==> src/rtl/pulse_stretcher_pkg.sv <==
// Shared state encoding and default timing for indicator-driving blocks.
package pulse_stretcher_pkg;

  typedef enum logic [1:0] {
    IDLE   = 2'b00,
    ACTIVE = 2'b01,
    GAP    = 2'b10
  } state_t;

  localparam int PS_HOLD_CYCLES_DEFAULT = 25000000;
  localparam int PS_GAP_CYCLES_DEFAULT  = 10000000;
  localparam int PS_QUEUE_MAX_DEFAULT   = 7;

  function automatic int ps_max(input int a, input int b);
    return (a > b) ? a : b;
  endfunction

endpackage

==> src/rtl/pulse_stretcher.sv <==
// Stretches single-cycle events into HOLD_CYCLES-long pulses separated by GAP_CYCLES low cycles.
// Define PULSE_STRETCHER_QUEUE_EN to queue events arriving mid-pulse instead of dropping them.
module pulse_stretcher
  import pulse_stretcher_pkg::*;
#(
  parameter int HOLD_CYCLES = PS_HOLD_CYCLES_DEFAULT,
  parameter int GAP_CYCLES  = PS_GAP_CYCLES_DEFAULT,
  parameter int QUEUE_MAX   = PS_QUEUE_MAX_DEFAULT
) (
  input  logic clk,
  input  logic reset,
  input  logic evento,
  output logic salida,
  output logic ocupado,
  output logic perdido
);

  localparam int CW = $clog2(ps_max(HOLD_CYCLES, GAP_CYCLES) + 1);
  localparam logic [CW-1:0] HOLD_LOAD = CW'(HOLD_CYCLES - 1);
  localparam logic [CW-1:0] GAP_LOAD  = CW'(GAP_CYCLES - 1);

  if (HOLD_CYCLES < 1 || GAP_CYCLES < 1 || QUEUE_MAX < 1) begin : g_bad_params
    $error("pulse_stretcher: HOLD_CYCLES, GAP_CYCLES and QUEUE_MAX must all be >= 1");
  end

  state_t          state_reg, state_next;
  logic [CW-1:0]   cnt_reg, cnt_next;
  logic            salida_next, ocupado_next, perdido_next;
  logic            gap_done;
  logic            busy_event;

`ifdef PULSE_STRETCHER_QUEUE_EN
  localparam int PW = $clog2(QUEUE_MAX + 1);
  localparam logic [PW-1:0] PEND_MAX = PW'(QUEUE_MAX);
  logic [PW-1:0]   pend_reg, pend_next;
`endif

  assign gap_done   = (state_reg == GAP) && (cnt_reg == '0);
  // Events seen while a pulse or its gap is still running (not at the gap's final edge).
  assign busy_event = evento && ((state_reg == ACTIVE) || ((state_reg == GAP) && !gap_done));

  always_comb begin
    state_next   = state_reg;
    cnt_next     = cnt_reg;
    perdido_next = 1'b0;
`ifdef PULSE_STRETCHER_QUEUE_EN
    pend_next    = pend_reg;
`endif

    case (state_reg)
      IDLE: begin
        if (evento) begin
          state_next = ACTIVE;
          cnt_next   = HOLD_LOAD;
        end
      end
      ACTIVE: begin
        if (cnt_reg == '0) begin
          state_next = GAP;
          cnt_next   = GAP_LOAD;
        end else begin
          cnt_next = cnt_reg - 1'b1;
        end
      end
      GAP: begin
        if (gap_done) begin
`ifdef PULSE_STRETCHER_QUEUE_EN
          if (pend_reg != '0) begin
            state_next = ACTIVE;
            cnt_next   = HOLD_LOAD;
            // A simultaneous new event takes the slot this restart frees.
            pend_next  = evento ? pend_reg : pend_reg - 1'b1;
          end else if (evento) begin
`else
          if (evento) begin
`endif
            state_next = ACTIVE;
            cnt_next   = HOLD_LOAD;
          end else begin
            state_next = IDLE;
            cnt_next   = '0;
          end
        end else begin
          cnt_next = cnt_reg - 1'b1;
        end
      end
      default: begin
        state_next = IDLE;
        cnt_next   = '0;
      end
    endcase

    if (busy_event) begin
`ifdef PULSE_STRETCHER_QUEUE_EN
      if (pend_reg == PEND_MAX) begin
        perdido_next = 1'b1;
      end else begin
        pend_next = pend_reg + 1'b1;
      end
`else
      perdido_next = 1'b1;
`endif
    end

    salida_next  = (state_next == ACTIVE);
`ifdef PULSE_STRETCHER_QUEUE_EN
    ocupado_next = (state_next != IDLE) || (pend_next != '0);
`else
    ocupado_next = (state_next != IDLE);
`endif
  end

  always_ff @(posedge clk or negedge reset) begin
    if (!reset) begin
      state_reg <= IDLE;
      cnt_reg   <= '0;
      salida    <= 1'b0;
      ocupado   <= 1'b0;
      perdido   <= 1'b0;
    end else begin
      state_reg <= state_next;
      cnt_reg   <= cnt_next;
      salida    <= salida_next;
      ocupado   <= ocupado_next;
      perdido   <= perdido_next;
    end
  end

`ifdef PULSE_STRETCHER_QUEUE_EN
  always_ff @(posedge clk or negedge reset) begin
    if (!reset) begin
      pend_reg <= '0;
    end else begin
      pend_reg <= pend_next;
    end
  end
`endif

endmodule

==> config.mk <==
export PLATFORM = sky130hd
export DESIGN_NAME = pulse_stretcher
export DESIGN_NICKNAME = d
export VERILOG_FILES = /design/src/rtl/pulse_stretcher_pkg.sv /design/src/rtl/pulse_stretcher.sv
export SDC_FILE = /design/constraint.sdc
export NUM_CORES = 1
export LEC_CHECK = 0
export BUFFER_PORTS_ARGS = -buffer_cell sky130_fd_sc_hd__clkbuf_2
export CAP_MARGIN = 10
export CORE_MARGIN = 4
export CORE_UTILIZATION = 35
export CTS_BUF_LIST = sky130_fd_sc_hd__clkbuf_8
export DETAILED_ROUTE_END_ITERATION = 16
export GPL_TIMING_DRIVEN = 0
export SLEW_MARGIN = 25
export SYNTH_ARGS = -nofsm -noshare
export SYNTH_HDL_FRONTEND = slang
export SYNTH_SLANG_ARGS = --single-unit
==> constraint.sdc <==
create_clock -name clk -period 2 [get_ports clk]
set_input_delay 0.1 -clock clk [delete_from_list [all_inputs] [get_ports clk]]
set_output_delay 0.1 -clock clk [all_outputs]
set_load 0.05 [all_outputs]
Word level (Yosys, flattened, before mapping)
Cells that the tools add are included.
{"block": "word_totals", "regBits": 30, "input_bits": 3, "out_inout_bits": 3}
{"block": "classes", "muxes": 11, "add_sub_neg": 1, "n_eq_ne": 4, "n_reduce_logical": 8}
{"operator": "$mux W25", "n": 4}
{"operator": "$pmux W25 S3", "n": 1}
{"operator": "$logic_not A25 Y1", "n": 1}
{"operator": "$sub A25 B1 Y25 const B", "n": 1}
{"operator": "$mux W2", "n": 3}
{"operator": "$pmux W2 S3", "n": 1}
{"operator": "$eq A2 B1 Y1 const B", "n": 2}
{"operator": "$logic_and A1 B1 Y1", "n": 3}
{"operator": "$eq A2 B2 Y1 const B", "n": 1}
{"operator": "$logic_not A2 Y1", "n": 1}
{"operator": "$mux W1", "n": 2}
{"operator": "$ne A2 B2 Y1 const B", "n": 1}
{"operator": "$reduce_bool A2 Y1", "n": 1}
{"operator": "$logic_not A1 Y1", "n": 1}
{"operator": "$logic_or A1 B1 Y1", "n": 1}

Longest topological paths before layout
Gate-level depths: netlist of run 1.
{"block": "depth", "word_depth": 7, "ltp_mapped": 8}

Least setup slack after synthesis of run 1
No wires, ideal clock.
{"block": "synth_timing", "kind": "register -> register", "startpoint": "reg cnt_reg[14]", "endpoint": "reg cnt_reg[19]", "slack_ns": 0.158, "t_arrival_ns": 1.719, "setup_time_ns": 0.123, "required_ns": 1.877, "stages_incl_launch_ff": 7, "n_path_buf": 1, "path_cell_list": "dfrtp_1 > or4_4 > nor2_8 > buf_8 > nand4_4 > o31a_1 > o221a_1"}
{"block": "synth_via", "elab_chain_cells": 4, "word_cells_on_any_way": 6, "classes_between": "add/sub: 1; mux: 3; reduce/logical: 2"}
{"item": "from (decl)", "line_no": "pulse_stretcher.sv:27", "rtl": "logic [CW-1:0] cnt_reg, cnt_next;"}
{"item": "from (signal assigned)", "line_no": "pulse_stretcher.sv:122", "rtl": "cnt_reg <= cnt_next;"}
{"item": "parallel branches: the longest is 3 deep, another holds $sub A25 B1 Y25"}
{"item": "$pmux W25 S3 (*)", "line_no": "pulse_stretcher.sv:50", "rtl": "case (state_reg)"}
Mark *: on every way between the ends.
A chain may end at the register's enable or synchronous reset.

Worst setup path after layout of run 1
{"block": "layout_timing", "startpoint": "reg cnt_reg[17]", "endpoint": "reg cnt_reg[19]"}
The elaborated chain is that of the path after synthesis.

==> summary.txt, run 1 <==
Power
  – Net Switching: 0.852 mW
  – Clock network power share: 0.221
  – Seq pwr share: 0.451
  – Switching Share: 0.377
  – Worst vdd ir: between 0.0005 and 0.0006 V
  – Pint: about 1.4 mW
  – P_leak: slightly below 1 nW
  – Gate power share: 0.328
  – Final total power: between 2 and 2.5 mW
  – Power Density: 895 nW/um^2

Placed design
  – Post-DP HPWL: roughly 3800 um
  – Buffers on Ports: 5
  – Placed cell count: approximately 300
  – DP Area: 2110 um^2
  – Gp weighted congestion: about 0.84

CTS
  – Reg clk slew, reported paths: around 0.070 ns
  – Clock Path Buffers: 2
  – Skew-Pair Late Insertion Delay: slightly below 0.3 ns
  – CTS Sinks: 30
  – TritonCTS clock tree: built
  – H-tree Lvls: 2
  – CTS Buf Count: 5
  – Root Buffer: clkbuf_8

Global route
  – Initial antenna violation count: 0
  – Largest net degree at the start of global routing: 31
  – Global-route wire length before repair: 9550 um
  – GRT overflow: 0
  – Vias in the first global route: 1,815
  – Gr usage total: 0.168

Worst setup path
  – Worst path buffer plus inverter count: 1
  – Worst-path cell chain: or4_4 > nor2_8 > buf_8 > nand4_4 > o31a_1 > o221a_1
  – Critical Path Fanout Max: 8
  – CP max-delay cell: or4_4
  – Crit. End Element: flip-flop
  – Arrival @ worst endpoint: ~2.2 ns
  – Worst endpoint required time: about 2.2 ns
  – Crit-path max cell delay: between 0.6 and 0.7 ns
  – Worst path top cell family by delay: simple AND/OR/NAND/NOR gates
  – Worst setup path category: flip-flop to flip-flop
  – CP Launch Type: flip-flop

STA
  – Setup-failing EPs final: 0
  – RSZ-0062 raised after global routing: true
  – Slew HR: 0.487
  – Period Utilization, post-route: 0.993
  – Achievable Freq: about 500 MHz
  – Final Hold Viols: 0
  – Setup_tns: 0 ns
  – Final Skew: around 0.0042 ns
  – Final min period: 1.99 ns
  – Worst-Margin Slew: slightly below 0.8 ns
  – Final slew viol count: 0

Cells and area
  – Layout cells sized above 1: 0.304
  – Final Non-Filler Cells: approximately 320
  – Number of fill cells in the layout: roughly 540
  – Final core utilization: 0.459
  – # diodes: 0
  – Area of the multi-input gates: approximately 1300 um^2
  – Area growth, synth to finish: 26.5%
  – Design area: 2520 um^2
  – Number of flip-flops in the largest register: 25
  – # nets final: between 200 and 300
  – Register area: between 700 and 800 um^2

Floorplanning
  – Core region area: between 5000 and 6000 um^2
  – Initial Util: 0.362
  – Ports: 6
  – Cell Rows: 27
  – DIE WIDTH: about 84 um
  – Full die area: ~7000 um^2
  – Die Y: 83.5 um

Routing
  – DRT iter0 DRCs: between 150 and 200
  – WL/cell: 18.2 um
  – Routed WL: ~5900 um
  – Drt first pass iters: 4
  – Via count: around 1,900
  – DRC Markers: 0
  – Via density: 5.78
  – Post-route ant nets: 0

Hold path
  – Tightest Hold Check Type: input port to flip-flop

Outcome
  – Status: completed

Yosys
  – Area fraction of the dominant cell type after synthesis: 0.376
  – Synth Instances: 220
  – Synth Flop Type: dfrtp_1
  – Synthesized area per cell: 9.07 um^2
  – Cell taking the most area after synthesis: dfrtp_1
  – YS warnings: 0
  – Sequential share of the synthesized area: 0.376
  – Synthesized net count: 225
  – Ranking of synthesized cells by area: dfrtp_1 38%, a21oi_1 4.5%, o211ai_1 3.8%
  – EDFF count, synth: 0
  – Post-synth cell types: 58
  – Synthesized cell area: ~2000 um^2
  – #FFs+latches synth: 30
  – Ys async rst share: 1.00

Job
  – Max Cap Viol: 0
metrics by stage:
step	setup WS [ns]	hold WS, ns
after floorplan	0.158	-0.196
after global placement	-0.277	0.219
after detailed placement	-0.234	0.218
after CTS	0.00171	0.192
after global routing	-0.0584	0.235
final	0.0138	0.201
cells in the final DEF, fill, tap and decap left out, drive strengths merged, types with 2 or more instances in the layout:
cell type,synthesis,final
and4,3,3
nor2b,3,3
a31oi,5,5
inv,12,12
o21ai,2,2
dfrtp,30,30
nor3,8,8
o21a,2,2
or4,3,3
mux2i,3,3
and2,3,3
buf,8,26
a31o,2,2
nand3,7,7
nand4,7,7
or3,6,6
ha,2,2
o31a,2,2
o221ai,2,2
nand3b,2,2
and3,5,5
nor4b,2,2
xnor2,5,5
a21o,2,2
nor4,4,4
a22oi,4,4
nor2,15,15
o211ai,10,10
a211oi,5,5
o22ai,5,5
a21oi,18,18
clkbuf,6,17
xor2,2,2
nand2,14,14
metal layers:
layer,vias up,part of all wire,GRT usage
li1,890,-,-
met1,902,0.46,0.239
met2,61,0.47,0.258
met3,8,0.054,0.0267
met4,0,0.016,0.0614
met5,-,0,0
kinds of logic (layout without fill, tap and decap cells):
| kind of cell | after synthesis | after routing | synth area share |
|---|---|---|---|
| multiplexers | 3 | 3 | 0.0150 |
| XOR/XNOR | 7 | 7 | 0.0307 |
| adder cells (fa/ha/maj) | 3 | 3 | 0.0182 |
| AND/OR/NAND/NOR | 86 | 86 | 0.271 |
| AO/OA/AOI/OAI | 65 | 65 | 0.227 |
| buffers and inverters | 26 | 56 | 0.0621 |
| flip-flops | 30 | 30 | 0.376 |
worst paths after layout:
kind / end / slack [ns] / cells past startpoint / from
worst max-delay path: cnt_reg[19] / 0.01 / 6 / cnt_reg[17]
worst min-delay path: cnt_reg[2] / 0.20 / 3 / evento
worst max register to register: cnt_reg[19] / 0.01 / 6 / cnt_reg[17]
worst min register to register: cnt_reg[8] / 0.57 / 1 / cnt_reg[8]
max in group asynchronous: cnt_reg[8] / 1.03 / 2 / reset
min in group asynchronous: state_reg[0] / 0.42 / 2 / reset
synthesized netlist by cell type (2+ instances only):
master / instances
or4_4: 2
and3_1: 5
xnor2_1: 5
o221ai_1: 2
nor2_1: 13
ha_1: 2
inv_1: 12
nand4_1: 6
nand2_1: 14
nor3_1: 6
buf_4: 2
buf_2: 5
o21a_1: 2
a211oi_1: 4
o211ai_1: 10
a21oi_1: 18
nor3_2: 2
a22oi_1: 4
or3_1: 6
o22ai_1: 5
a31oi_1: 5
and4_1: 2
dfrtp_1: 30
nand3_1: 6
o21ai_0: 2
mux2i_1: 3
and2_1: 3
a21o_1: 2
nor4_1: 4
nor4b_1: 2
clkbuf_1: 5
xor2_1: 2
o31a_1: 2
nor2b_1: 3
power by group through the flow:
stage               clock [mW]  sequential, mW  combinational, mW
global route             0.543            1.04              0.814
floorplan                    0           0.899              0.410
finish                   0.499            1.02              0.741
global placement             0           0.939              0.510
detailed placement           0           0.939              0.521
CTS                      0.502           0.952              0.597
repair_timing:
item / CTS / global route
hold buffers: 1 / 0
resized for setup: 19 / 26
hold endpoints to repair: 30 / 0
pin swaps: 3 / 9
setup buffers: 5 / 13
setup endpoints to repair: 22 / 26
layout make-up:
cell class                      instances  share of cell area
Inverter                               12              0.0178
Buffer                                 14              0.0377
Multi-Input combinational cell        164               0.508
Tap cell                               72              0.0357
Clock buffer                            6              0.0327
Timing Repair Buffer                   24              0.0674
Sequential cell                        30               0.300
tightest hold or removal path, delay by kind of cell:
family,cells,cell delay (ns)
AOI/OAI and AO/OA,2,0.19
buffers and inverters,1,0.15
(Power assumes the default switching activity.)
==> inputs of run 2 (changes only) <==
--- a/config.mk
+++ b/config.mk
@@ -12,6 +12,7 @@
 export CTS_BUF_LIST = sky130_fd_sc_hd__clkbuf_8
 export DETAILED_ROUTE_END_ITERATION = 16
 export GPL_TIMING_DRIVEN = 0
+export RECOVER_POWER = 100
 export SLEW_MARGIN = 25
 export SYNTH_ARGS = -nofsm -noshare
 export SYNTH_HDL_FRONTEND = slang
==> run 2 against run 1 <==
Against the previous run:
- register-to-register slack barely moved
- via count rose by 1.2%
- worst hold slack got worse by 0.0032 ns
- critical path depth did not move
- clock power barely moved
- non-clock buffer count did not move
- cell count did not move
- flip-flop and latch count did not move
- die area did not move
==> summary.txt, run 2 (synthesis gave the netlist of run 1 again) <==
Outcome
  – Status: completed (unchanged)

Routing
  – Met2 routed WL: 2780 um (was 2770 um)
  – Via density: 5.85 (was 5.78)
  – DRC Markers: 0 (unchanged)
  – Drt first pass iters: 4 (unchanged)
  – Met3 wire length: 303 um (was 318 um)
  – DRT iter0 DRCs: 185 (was 188)
  – Routed WL: 5870 um (was 5850 um)
  – Via count: 1,884 (was 1,861)
  – Post-route ant nets: 0 (unchanged)
  – DR top layer: met4 (unchanged)
  – Wire length on met1: 2700 um (was 2680 um)
  – WL/cell: 18.2 um (about the same)

STA
  – Final min period: 1.99 ns (about the same)
  – Final Hold Viols: 0 (unchanged)
  – Hold_ws: 0.198 ns (was 0.201 ns)
  – Slew HR: 0.489 (was 0.487)
  – Setup WS post-layout: 0.0110 ns (was 0.0138 ns)
  – Achievable Freq: 503 MHz (about the same)
  – Setup-failing EPs final: 0 (unchanged)
  – Final Skew: 0.00385 ns (was 0.00415 ns)
  – Final slew viol count: 0 (unchanged)
  – Worst-Margin Slew: 0.767 ns (was 0.770 ns)
  – Period Utilization, post-route: 0.994 (was 0.993)
  – Setup_tns: 0 ns (unchanged)
  – RSZ-0062 raised after global routing: true (unchanged)

Cells and area
  – # diodes: 0 (unchanged)
  – Commonest non-fill, non-tap cell in the layout: dfrtp_1 (unchanged)
  – Area growth, synth to finish: 26.3% (was 26.5%)
  – Final Non-Filler Cells: 322 (unchanged)
  – Number of flip-flops in the largest register: 25 (unchanged)
  – Design area: 2520 um^2 (about the same)
  – Final core utilization: 0.458 (was 0.459)
  – Commonest non-fill, non-tap cells in the layout: 24 x dfrtp_1, 20 x buf_4, 18 x a21oi_1 (unchanged)
  – # nets final: 256 (unchanged)
  – Layout cells sized above 1: 0.292 (was 0.304)

Placed design
  – Buffers on Ports: 5 (unchanged)
  – Post-place setup slack: -0.234 ns (unchanged)
  – Gp weighted congestion: 0.838 (unchanged)
  – DP Area: 2110 um^2 (unchanged)
  – Post-DP HPWL: 3760 um (unchanged)
  – Placed cell count: 297 (unchanged)

Power
  – Power Density: 896 nW/um^2 (was 895 nW/um^2)
  – Worst vdd ir: 0.000583 V (was 0.000581 V)
  – Final total power: 2.26 mW (about the same)
  – P_leak: 0.984 nW (was 0.992 nW)

CTS
  – Reg clk slew, reported paths: 0.07 ns (about the same)
  – Root Buffer: clkbuf_8 (unchanged)
  – Clock Path Buffers: 2 (unchanged)
  – CTS Sinks: 30 (unchanged)
  – Skew-Pair Late Insertion Delay: 0.28 ns (was 0.29 ns)
  – TritonCTS clock tree: built (unchanged)
  – CTS Buf Count: 5 (unchanged)
  – H-tree Lvls: 2 (unchanged)

Job
  – Max Cap Viol: 0 (unchanged)

Worst setup path
  – Crit path from: cnt_reg[17] (unchanged)
  – CP Launch Type: flip-flop (unchanged)
  – Worst-path cell chain: or4_4 > nor2_8 > buf_8 > nand4_4 > o31a_1 > o221a_1 (unchanged)
  – Reg2reg path depth: 6 (unchanged)
  – R2R Setup Slk: 0.01 ns (about the same)
  – Crit Reg-Reg Endpoint: cnt_reg[19] (unchanged)
  – Critical Path Fanout Max: 8 (unchanged)
  – Crit. End Element: flip-flop (unchanged)
  – Arrival @ worst endpoint: 2.16 ns (about the same)
  – Crit-path max cell delay: 0.61 ns (about the same)
  – Worst setup path category: flip-flop to flip-flop (unchanged)
  – CP max-delay cell: or4_4 (unchanged)
  – Worst endpoint required time: 2.17 ns (was 2.18 ns)
  – Reg-to-reg startpoint: cnt_reg[17] (unchanged)
  – Worst setup path endpoint: cnt_reg[19] (unchanged)

Global route
  – Largest net degree at the start of global routing: 31 (unchanged)
  – GRT overflow: 0 (unchanged)
  – Global-route wire length before repair: 9550 um (unchanged)
  – Vias in the first global route: 1,815 (unchanged)
  – Initial antenna violation count: 0 (unchanged)
  – Gr usage total: 0.168 (unchanged)

Floorplanning
  – Initial Util: 0.362 (unchanged)
  – Full die area: 6970 um^2 (unchanged)
  – Ports: 6 (unchanged)
  – Cell Rows: 27 (unchanged)
  – DIE WIDTH: 83.5 um (unchanged)
  – Die Y: 83.5 um (unchanged)
  – Core region area: 5510 um^2 (unchanged)

Hold path
  – Tightest Hold Check Type: input port to flip-flop (unchanged)
## run 2: how the worst min path moves through the flow
stage | endpoint | cells after the start | start | slack [ns]
floorplan | cnt_reg[0] | 0 | reset | -0.20
global placement | salida | 1 | reset | 0.22
detailed placement | salida | 1 | reset | 0.22
CTS | cnt_reg[2] | 3 | evento | 0.19
global route | cnt_reg[24] | 3 | evento | 0.24
finish | cnt_reg[2] | 3 | evento | 0.20
## run 2: power by group
| part | internal [mW] | total (mW) | switching [mW] |
|---|---|---|---|
| Sequential | 0.763 | 1.02 | 0.257 |
| Clock | 0.265 | 0.499 | 0.234 |
| Combinational | 0.379 | 0.740 | 0.361 |
| Total | 1.41 | 2.26 | 0.852 |
## run 2: cell type report
class	count	area, um^2
Clock buffer	6	82.6
Sequential cell	30	758
Timing Repair Buffer	24	166
Inverter	12	45.0
Tap cell	72	90.1
Buffer	14	95.1
Fill cell	543	2990
Multi-Input combinational cell	164	1280
## run 2: worst max-delay path, delay by kind of cell, from the launching register on
family          cells  cell delay (ns)
flops               1             0.39
compound gates      2             0.37
buf+inv             1             0.16
simple gates        3             0.97
## run 2: what timing repair did
action                                 4_1_cts  5_1_grt
endpoints found under the hold margin       30        0
pin swaps                                    3        9
setup endpoints to repair                   22       26
setup buffers                                5       13
gates resized for setup                     19       26
hold buffers                                 1        0
## run 2: per-layer routing
metal | vias to the layer above | GRT usage
met5 | - | 0
met4 | 0 | 0.0614
met3 | 7 | 0.0267
met2 | 64 | 0.258
met1 | 924 | 0.239
li1 | 889 | -
